File: config.mk
export PLATFORM = sky130hd
export DESIGN_NAME = stepper_motor_profiler
export DESIGN_NICKNAME = d
export VERILOG_FILES = /design/src/rtl/stepper_pkg.sv /design/src/rtl/stepper_current_slew.sv /design/src/rtl/stepper_motor_profiler.sv
export SDC_FILE = /design/constraint.sdc
export NUM_CORES = 1
export LEC_CHECK = 0
export BUFFER_PORTS_ARGS = -buffer_cell sky130_fd_sc_hd__buf_2
export CORE_ASPECT_RATIO = 1.4
export CORE_UTILIZATION = 60
export DETAILED_ROUTE_END_ITERATION = 10
export PLACE_DENSITY_LB_ADDON = 0.08
export SYNTH_ARGS = -nofsm -noshare
export SYNTH_HDL_FRONTEND = slang
export SYNTH_HIERARCHICAL = 1
export SYNTH_SLANG_ARGS = --single-unit
File: constraint.sdc
create_clock -name clk -period 11.89 [get_ports clk]
set_input_delay 0 -clock clk [delete_from_list [all_inputs] [get_ports clk]]
set_output_delay 0 -clock clk [all_outputs]
set_load 0.05 [all_outputs]
File: src/rtl/stepper_pkg.sv
// Shared definitions for the stepper motor profiler.
// Holds the microstep code constants and the ustep FSM state encoding.
package stepper_pkg;

    localparam logic [1:0] USTEP_FULL    = 2'd0;
    localparam logic [1:0] USTEP_HALF    = 2'd1;
    localparam logic [1:0] USTEP_QUARTER = 2'd2;
    localparam logic [1:0] USTEP_FINE    = 2'd3;

    typedef enum logic [1:0] {
        S_IDLE  = 2'd0,
        S_TRACK = 2'd1,
        S_DWELL = 2'd2
    } ustep_state_t;

endpackage

File: src/rtl/stepper_current_slew.sv
// Current command slew limiter.
// Clamps the raw current target to current_limit and walks peak_current
// toward it by at most CUR_STEP every RAMP_DIV enabled cycles.
// Ports:
//   clk, reset_n       clock, async active-low reset
//   enable             slew enable; when low the divider clears and peak holds
//   target_raw [TW]    unclamped target (2*rpm + offset)
//   current_limit      ceiling; a limit below peak loads peak immediately
//   peak_current       registered current command
//   peak_next          value peak_current takes on the next edge
//   target             clamped target
module stepper_current_slew #(
    parameter int TW       = 20,
    parameter int CUR_W    = 8,
    parameter int RAMP_DIV = 4,
    parameter int CUR_STEP = 1
) (
    input  logic             clk,
    input  logic             reset_n,
    input  logic             enable,
    input  logic [TW-1:0]    target_raw,
    input  logic [CUR_W-1:0] current_limit,
    output logic [CUR_W-1:0] peak_current,
    output logic [CUR_W-1:0] peak_next,
    output logic [CUR_W-1:0] target
);

    localparam int DW = (RAMP_DIV > 1) ? $clog2(RAMP_DIV) : 1;
    localparam logic [DW-1:0]    DIV_LAST = DW'(RAMP_DIV - 1);
    localparam logic [CUR_W-1:0] STEP     = CUR_W'(CUR_STEP);

    logic [DW-1:0]    div_q, div_d;
    logic [CUR_W-1:0] peak_q;
    logic [CUR_W-1:0] diff;

    assign target = (target_raw > TW'(current_limit)) ? current_limit
                                                      : target_raw[CUR_W-1:0];

    // The limit override is a safety ceiling, so it wins even while disabled.
    always_comb begin
        peak_next = peak_q;
        div_d     = div_q;
        diff      = '0;
        if (current_limit < peak_q) begin
            peak_next = current_limit;
            div_d     = '0;
        end else if (!enable) begin
            div_d = '0;
        end else if (div_q == DIV_LAST) begin
            div_d = '0;
            if (target > peak_q) begin
                diff      = target - peak_q;
                peak_next = peak_q + ((diff > STEP) ? STEP : diff);
            end else if (target < peak_q) begin
                diff      = peak_q - target;
                peak_next = peak_q - ((diff > STEP) ? STEP : diff);
            end
        end else begin
            div_d = div_q + 1'b1;
        end
    end

    always_ff @(posedge clk or negedge reset_n) begin
        if (!reset_n) begin
            div_q  <= '0;
            peak_q <= '0;
        end else begin
            div_q  <= div_d;
            peak_q <= peak_next;
        end
    end

    assign peak_current = peak_q;

endmodule

File: src/rtl/stepper_motor_profiler.sv
// Stepper motor profiler: selects the microstep resolution from the
// commanded RPM (with downshift hysteresis and a dwell filter) and slews
// the peak current command toward 2*rpm + DAC_OFFSET, clamped to a limit.
// Ports:
//   clk, reset_n    clock, async active-low reset
//   enable          tracking enable
//   rpm_int_vel     commanded RPM
//   current_limit   peak current ceiling
//   peak_current    slewed current command
//   usteps          microstep code (3 = finest, 0 = full step)
//   ustep_chg       one-cycle strobe on a usteps update
//   busy            dwell counting or peak_current not at target
//
// state   | meaning
// --------+-----------------------------------------------------------
// S_IDLE  | tracking disabled; usteps held, dwell counter clear
// S_TRACK | candidate equals usteps; waiting for a change
// S_DWELL | candidate differs; counting consecutive cycles it persists
module stepper_motor_profiler
    import stepper_pkg::*;
#(
    parameter int RPM_W      = 18,
    parameter int CUR_W      = 8,
    parameter int LIM_USTEP2 = 40,
    parameter int LIM_USTEP1 = 100,
    parameter int LIM_USTEP0 = 160,
    parameter int HYST       = 4,
    parameter int DWELL      = 16,
    parameter int DAC_OFFSET = 12,
    parameter int RAMP_DIV   = 4,
    parameter int CUR_STEP   = 1
) (
    input  logic             clk,
    input  logic             reset_n,
    input  logic             enable,
    input  logic [RPM_W-1:0] rpm_int_vel,
    input  logic [CUR_W-1:0] current_limit,
    output logic [CUR_W-1:0] peak_current,
    output logic [1:0]       usteps,
    output logic             ustep_chg,
    output logic             busy
);

    localparam int TW = RPM_W + 2;
    localparam int CW = (DWELL > 1) ? $clog2(DWELL) : 1;
    localparam logic [CW-1:0] DWELL_LAST = CW'(DWELL - 1);

    localparam logic [RPM_W-1:0] L2 = RPM_W'(LIM_USTEP2);
    localparam logic [RPM_W-1:0] L1 = RPM_W'(LIM_USTEP1);
    localparam logic [RPM_W-1:0] L0 = RPM_W'(LIM_USTEP0);
    // Downshift bounds, saturating at zero.
    localparam logic [RPM_W-1:0] L2_DN = RPM_W'((LIM_USTEP2 > HYST) ? LIM_USTEP2 - HYST : 0);
    localparam logic [RPM_W-1:0] L1_DN = RPM_W'((LIM_USTEP1 > HYST) ? LIM_USTEP1 - HYST : 0);
    localparam logic [RPM_W-1:0] L0_DN = RPM_W'((LIM_USTEP0 > HYST) ? LIM_USTEP0 - HYST : 0);

    ustep_state_t     state_q, state_d;
    logic [CW-1:0]    cnt_q, cnt_d;
    logic [1:0]       cand_q, cand_d;
    logic [1:0]       usteps_q, usteps_d;
    logic             chg_q, chg_d;
    logic             busy_q;
    logic [1:0]       raw, cand;
    logic [RPM_W-1:0] bound;
    logic [TW-1:0]    target_raw;
    logic [CUR_W-1:0] peak_next, target;

    always_comb begin
        if (rpm_int_vel < L2)      raw = USTEP_FINE;
        else if (rpm_int_vel < L1) raw = USTEP_QUARTER;
        else if (rpm_int_vel < L0) raw = USTEP_HALF;
        else                       raw = USTEP_FULL;
    end

    // A move to a finer code must clear the lower edge of the current
    // region by HYST; a coarser move is taken straight from the raw region.
    always_comb begin
        cand = raw;
        case (usteps_q)
            USTEP_FULL: bound = L0_DN;
            USTEP_HALF: bound = L1_DN;
            default:    bound = L2_DN;
        endcase
        if ((raw > usteps_q) && !(rpm_int_vel < bound))
            cand = usteps_q;
    end

    always_comb begin
        state_d  = state_q;
        cnt_d    = cnt_q;
        cand_d   = cand_q;
        usteps_d = usteps_q;
        chg_d    = 1'b0;
        case (state_q)
            S_IDLE: begin
                cnt_d = '0;
                if (enable) state_d = S_TRACK;
            end
            S_TRACK: begin
                if (!enable) begin
                    state_d = S_IDLE;
                end else if (cand != usteps_q) begin
                    state_d = S_DWELL;
                    cnt_d   = '0;
                    cand_d  = cand;
                end
            end
            S_DWELL: begin
                if (!enable) begin
                    state_d = S_IDLE;
                    cnt_d   = '0;
                end else if (cand == usteps_q) begin
                    state_d = S_TRACK;
                    cnt_d   = '0;
                end else if (cand != cand_q) begin
                    cnt_d  = '0;
                    cand_d = cand;
                end else if (cnt_q == DWELL_LAST) begin
                    usteps_d = cand;
                    chg_d    = 1'b1;
                    state_d  = S_TRACK;
                    cnt_d    = '0;
                end else begin
                    cnt_d = cnt_q + 1'b1;
                end
            end
            default: begin
                state_d = S_IDLE;
                cnt_d   = '0;
            end
        endcase
    end

    always_ff @(posedge clk or negedge reset_n) begin
        if (!reset_n) begin
            state_q  <= S_IDLE;
            cnt_q    <= '0;
            cand_q   <= USTEP_FINE;
            usteps_q <= USTEP_FINE;
            chg_q    <= 1'b0;
            busy_q   <= 1'b0;
        end else begin
            state_q  <= state_d;
            cnt_q    <= cnt_d;
            cand_q   <= cand_d;
            usteps_q <= usteps_d;
            chg_q    <= chg_d;
            busy_q   <= (state_d == S_DWELL) || (peak_next != target);
        end
    end

    // Widened before doubling so the maximum RPM cannot wrap.
    assign target_raw = (TW'(rpm_int_vel) << 1) + TW'(DAC_OFFSET);

    stepper_current_slew #(
        .TW       (TW),
        .CUR_W    (CUR_W),
        .RAMP_DIV (RAMP_DIV),
        .CUR_STEP (CUR_STEP)
    ) u_slew (
        .clk           (clk),
        .reset_n       (reset_n),
        .enable        (enable),
        .target_raw    (target_raw),
        .current_limit (current_limit),
        .peak_current  (peak_current),
        .peak_next     (peak_next),
        .target        (target)
    );

    assign usteps    = usteps_q;
    assign ustep_chg = chg_q;
    assign busy      = busy_q;

endmodule

==> summary.md, run 1 <==
| Metric | Value |
|---|---|
| Status | `finished, final reports clean` |
| Mapped Cells | `476` |
| Data required, critical path | `12.02 ns` |
| Max FO, Critical Path | `15` |
| CTS tree | `done` |
| Footprint of the multi-input gates | `3040 um2` |
| Grt ovf | `0` |
| PwrDens | `187 nW/um2` |
| Drt drc | `0` |
| Most frequent cells in the layout | `ha_1 (53), inv_1 (42), buf_2 (40)` |
| Top cells by area, synth | `ha_1 (17%), dfrtp_1 (12%), a21oi_1 (4.3%), o21ai_0 (4.2%), inv_1 (4.1%)` |
| First-pass GRT wire length | `16.3 mm` |
| Gpl congestion | `0.916` |
| Max Clock Skew | `0.00463 ns` |
| Post-DRT Antenna Nets | `0` |
| Die area | `6670 um2` |
| # setup viols final | `0` |
| Max frequency | `146 MHz` |
| Vias in the first global route | `3570` |
| Initial Utilization | `0.617` |
| Setup bufs post-CTS | `0` |
| Die Span Y | `96.2 um` |
| Die W | `69.3 um` |
| Fill count | `568` |
| Max Cap Violations | `0` |
| Most frequent CP cell | `nand2_1` |
| Register area share after synthesis | `0.146` |
| Cts hold-fix bufs | `1` |
| R2R Setup Slk | `6.83 ns` |
| Syn Std Cell Area | `3800 um2` |
| Total power | `0.768 mW` |
| Commonest non-fill, non-tap cell in the layout | `ha_1` |
| Slew headroom | `0.528` |
| Top_reg_cell synth | `dfrtp_1` |
| Vias per cell | `6.19` |
| Clock root cell | `clkbuf_8` |
| Cts repair resizes | `0` |
| Dpl hpwl | `7.90 mm` |
| Worst-Margin Slew | `0.701 ns` |
| CTS Buffer Depth | `2` |
| Slowest stage delay, CP | `0.47 ns` |
| Minimum clock period | `6.87 ns` |
| Yosys reg bits | `22` |
| EDFF count, synth | `0` |
| Asr flop ratio synth | `1.00` |
| Max H-tree Level | `1` |
| Clock Latency Late Sink | `0.26 ns` |
| Cell Area, Placed | `4050 um2` |
| Crit share post-route | `0.577` |
| Inst Count DP | `591` |
| Ys Warns | `6` |
| Core Region | `6170 um2` |
| Synth cell types | `82` |
| Sink Count | `22` |
| Largest net degree at the start of global routing | `23` |
| WP data arrival | `7.00 ns` |
| Non-Filler Instances | `596` |
| Vias | `3688` |
| Mean Syn Cell Area | `7.99 um2` |
| Row count | `34` |
| Unrepaired setup endpoints after global routing | `no` |
| Drt first pass iters | `5` |
| TritonCTS buffer count | `3` |
| Largest voltage drop on the vdd net | `0.0000651 V` |
| Clock transition at path regs | `0.08 ns` |
| Hold Vio Cnt, Final | `0` |
| Area leader, netlist | `ha_1` |
| Area grow syn2layout | `8.12%` |
| Drt total wl | `9.66 mm` |
| Final #Nets | `611` |
| Post-Layout Inst Area | `4110 um2` |
| FF+latch area | `556 um2` |
| Worst hold-check path type | `in -> reg` |
| Post-Route Setup TNS | `0 ns` |
| Iteration-0 DRC Markers | `193` |
| Share of layout cells above drive strength 1 | `0.153` |
| Wire per inst | `16.2 um` |
| Pins Over Slew Limit | `0` |
| Synth top area share | `0.174` |
| Startpoint types | `primary input` |
| Endpoint class of the critical path | `register` |
| Global Route Usage Sum | `0.300` |
| Min-Delay Path Depth | `3` |
| Initial antenna violation count | `0` |
| I/O pin cnt | `41` |
| Inserted Diodes | `0` |
| Pleak | `1.95 nW` |
| Worst R2R Path Depth | `22` |
| Port Buffers | `40` |
| Crit path kind | `in -> reg` |
| Slowest cell on crit path | `fa_1` |
-- layout make-up --
| type | instances | share of cell area |
|---|---|---|
| well taps | 72 | 0.0219 |
| inverters | 42 | 0.0383 |
| multi-input cells | 415 | 0.740 |
| flip-flops and latches | 22 | 0.135 |
| clock buffers | 4 | 0.0134 |
| repair buffers | 41 | 0.0511 |
-- worst max-delay path, delay by kind of cell --
family / cells / cell delay (ns)
XOR/XNOR: 3 / 0.53
buffers and inverters: 3 / 0.34
adder cells (fa/ha/maj): 3 / 1.10
AND/OR/NAND/NOR: 12 / 2.39
AO/OA/AOI/OAI: 13 / 2.63
-- power breakdown --
group          switching [mW]  internal (mW)  total [mW]
registers              0.0357         0.0911       0.127
logic                   0.366          0.223       0.588
clock network          0.0230         0.0295      0.0525
-- final timing paths --
check,from,endpoint
worst max-delay path,rpm_int_vel[1],busy
worst min-delay path,enable,u_slew/div_q[0]
worst max register to register,u_slew/peak_current[0],busy
worst min register to register,u_slew/div_q[0],u_slew/div_q[0]
max in group asynchronous,reset_n,usteps[0]
min in group asynchronous,reset_n,cnt_q[2]
-- cells in the mapped netlist (all sizes together), types with 3 or more instances --
master	number
a211o	3
a211oi	5
a21o	12
a21oi	34
a22oi	4
and2	4
and3	7
and3b	3
and4	6
buf	8
clkbuf	3
conb	3
dfrtp	18
dfstp	4
fa	4
ha	53
inv	42
mux2	6
mux2i	4
nand2	39
nand2b	5
nand3	14
nand4	6
nand4b	3
nor2	35
nor2b	8
nor3	8
nor4	10
o211ai	6
o21a	6
o21ai	34
o221ai	3
o22ai	4
xnor2	18
xor2	18
-- kinds of logic (layout without fill, tap and decap cells) --
logic type      after synthesis  after routing  synth area share
mux                          10             10            0.0283
simple gates                160            160             0.233
buf+inv                      53             87            0.0674
xor+xnor                     36             36            0.0829
other cells                   3             17           0.00296
compound gates              135            135             0.244
fa+ha+maj                    57             57             0.195
flops                        22             22             0.146
-- registers in the layout, summed over array words and instances, names as in the netlist --
name / flops
u_slew/peak_current: 8
cnt_q: 4
cand_q: 2
state_q: 2
u_slew/div_q: 2
usteps: 2
busy: 1
ustep_chg: 1
-- stage by stage --
stage / hold WS (ns) / util / worst slack (ns)
CTS: 0.00386 / 0.667 / 5.13
detailed placement: -0.0134 / 0.656 / 4.86
floorplan: -0.296 / - / 5.83
global placement: -0.0166 / 0.656 / 5.02
finish: 0.00389 / 0.667 / 5.02
global route: 0.0202 / 0.667 / 4.63
-- routing by layer --
layer,vias to the layer above,track usage,routed length [um]
met2,92,0.581,5040
li1,1818,-,-
met1,1751,0.334,3940
met4,0,0.121,301
met3,27,0.0304,373
met5,-,0,0
(Power assumes the default switching activity.)
==> inputs of run 2 (changes only) <==
- CORE_UTILIZATION: 60 -> 55
- clock period: 11.89 -> 6.2 ns (I/O delays scaled with it)
==> run 2 against run 1 <==
Count of clock-buffer cells in the layout shrank 1. Sequential power increased by 93%. Cell area grew 6.7%. Combinational power rose by 100%. First-iteration DRC count rose by 3.1%. Worst hold slack better by 0.063 ns. Routed wire length shrank 0.26%. Die area increased by 8.9%. Core utilization fell by 0.30 points.
==> summary.md, run 2 (synthesis gave the netlist of run 1 again) <==
| Metric | Value |
|---|---|
| Status | `finished, final reports clean (unchanged)` |
| CTS tree | `done (unchanged)` |
| Clock transition at path regs | `0.08 ns (about the same)` |
| Initial Utilization | `0.575 (was 0.617)` |
| Worst path bufs/invs | `4 (was 3)` |
| Core Region | `6610 um2 (was 6170 um2)` |
| Max H-tree Level | `1 (unchanged)` |
| Max Clock Skew | `0.00595 ns (was 0.00463 ns)` |
| WL met1 | `3.85 mm (was 3.94 mm)` |
| Drt total wl | `9.63 mm (was 9.66 mm)` |
| Critical R2R Capture | `busy (unchanged)` |
| Share of layout cells above drive strength 1 | `0.210 (was 0.153)` |
| WL met3 | `323 um (was 373 um)` |
| PwrDens | `355 nW/um2 (was 187 nW/um2)` |
| Endpoint class of the critical path | `register (unchanged)` |
| Die area | `7260 um2 (was 6670 um2)` |
| Worst R2R Path Depth | `23 (was 22)` |
| Worst-Margin Slew | `0.742 ns (was 0.701 ns)` |
| Hold Vio Cnt, Final | `0 (unchanged)` |
| Startpoint types | `primary input (unchanged)` |
| WP data arrival | `6.08 ns (was 7.00 ns)` |
| Crit path kind | `in -> reg (unchanged)` |
| Max frequency | `168 MHz` |
| Setup ws final | `0.254 ns (was 5.02 ns)` |
| Initial antenna violation count | `0 (unchanged)` |
| Pleak | `2.08 nW (was 1.95 nW)` |
| Area grow syn2layout | `15.4% (was 8.12%)` |
| Iteration-0 DRC Markers | `199 (was 193)` |
| Vias per cell | `5.89 (was 6.19)` |
| Post-Layout Inst Area | `4390 um2 (was 4110 um2)` |
| Most frequent cells in the layout | `ha_1 (52), inv_1 (42), buf_2 (40) (was ha_1 (53), inv_1 (42), buf_2 (40))` |
| Sink Count | `22 (unchanged)` |
| Fill count | `626 (was 568)` |
| Max FFs per register | `8 (unchanged)` |
| R2R Setup Slk | `1.57 ns (was 6.83 ns)` |
| Top Layer Used | `met4 (unchanged)` |
| Most frequent CP cell | `xor2_1 (was nand2_1)` |
| I/O pin cnt | `41 (unchanged)` |
| Data required, critical path | `6.33 ns (was 12.02 ns)` |
| Vias | `3761 (was 3688)` |
| Final #Nets | `634 (was 611)` |
| # setup viols final | `0 (unchanged)` |
| Global Route Usage Sum | `0.278 (was 0.300)` |
| Final core utilization | `0.664 (was 0.667)` |
| Dpl hpwl | `8.05 mm (was 7.90 mm)` |
| Row count | `35 (was 34)` |
| Slowest cell on crit path | `fa_1 (unchanged)` |
| Drt drc | `0 (unchanged)` |
| Worst hold-check path type | `in -> reg (unchanged)` |
| Drt first pass iters | `6 (was 5)` |
| Gpl congestion | `0.914 (was 0.916)` |
| Largest voltage drop on the vdd net | `0.000176 V (was 0.0000651 V)` |
| Inserted Diodes | `0 (unchanged)` |
| Post-DRT Antenna Nets | `0 (unchanged)` |
| Worst Setup EP | `busy (unchanged)` |
| TritonCTS buffer count | `3 (unchanged)` |
| Footprint of the multi-input gates | `3100 um2 (was 3040 um2)` |
| First-pass GRT wire length | `16.1 mm (was 16.3 mm)` |
| Slowest stage delay, CP | `0.40 ns (was 0.47 ns)` |
| Routed wl met2 | `4.95 mm (was 5.04 mm)` |
| Inst Count DP | `631 (was 591)` |
| Slew headroom | `0.505 (was 0.528)` |
| CTS Buffer Depth | `2 (unchanged)` |
| Die W | `72.3 um (was 69.3 um)` |
| Wire per inst | `15.1 um (was 16.2 um)` |
| Cell Area, Placed | `4220 um2 (was 4050 um2)` |
| Max Cap Violations | `0 (unchanged)` |
| Largest net degree at the start of global routing | `23 (unchanged)` |
| Clock root cell | `clkbuf_8 (unchanged)` |
| Origin of the critical flop-to-flop path | `u_slew/peak_current[0] (unchanged)` |
| Pins Over Slew Limit | `0 (unchanged)` |
| Post-Route Setup TNS | `0 ns (unchanged)` |
| Crit path max-delay family | `simple AND/OR/NAND/NOR gates (was compound AO/OA/AOI/OAI gates)` |
| Minimum clock period | `5.95 ns` |
| Clock Latency Late Sink | `0.26 ns (about the same)` |
| Grt ovf | `0 (unchanged)` |
| Vias in the first global route | `3641 (was 3570)` |
| Total power | `1.56 mW (was 0.768 mW)` |
| Non-Filler Instances | `639 (was 596)` |
| Crit share post-route | `0.959` |
| Commonest non-fill, non-tap cell in the layout | `ha_1 (unchanged)` |
| Worst hold slack | `0.0673 ns (was 0.00389 ns)` |
| Die Span Y | `100 um (was 96.2 um)` |
| FF+latch area | `556 um2 (unchanged)` |
| Port Buffers | `40 (unchanged)` |
| Max FO, Critical Path | `7 (was 15)` |
| Worst path depth | `35 (was 34)` |
| Critical path origin | `rpm_int_vel[2] (was rpm_int_vel[1])` |
| Post-Place Setup Slack | `-0.217 ns (was 4.86 ns)` |
## run 2: repair_timing
| action | in CTS | in global routing |
|---|---|---|
| hold buffers | 2 | 0 |
| setup buffers | 0 | 2 |
| endpoints found under the setup margin | 0 | 1 |
| gates resized for setup | 0 | 18 |
| hold endpoints to repair | 19 | 0 |
## run 2: metal layers
layer,vias to the layer above,GRT usage
met5,-,0
met1,1759,0.312
met2,103,0.503
met4,0,0.160
li1,1860,-
met3,39,0.0231
## run 2: power by group
part           total [mW]  internal, mW  switching (mW)
clock network       0.133        0.0862          0.0467
logic                1.18         0.468           0.712
registers           0.245         0.175          0.0699
total                1.56         0.729           0.828
## run 2: worst min-delay path by stage
stage | from | end | slack [ns] | cells after the start
floorplan | reset_n | busy | -0.30 | 0
finish | current_limit[7] | u_slew/peak_current[7] | 0.07 | 3
global placement | reset_n | cnt_q[2] | -0.01 | 1
CTS | current_limit[7] | u_slew/peak_current[7] | 0.06 | 3
detailed placement | reset_n | cnt_q[2] | -0.007 | 1
global route | current_limit[3] | u_slew/peak_current[3] | 0.08 | 3
## run 2: worst min-delay path: cells and delay by family
kind,cells,cell delay (ns)
buf+inv,1,0.12
simple gates,1,0.10
compound gates,1,0.07
## run 2: final cells by class
type	instances	area share
inverters	42	0.0359
well taps	92	0.0262
repair buffers	64	0.0887
clock buffers	3	0.00941
flip-flops and latches	22	0.127
clock inverters	1	0.00684
multi-input cells	415	0.706
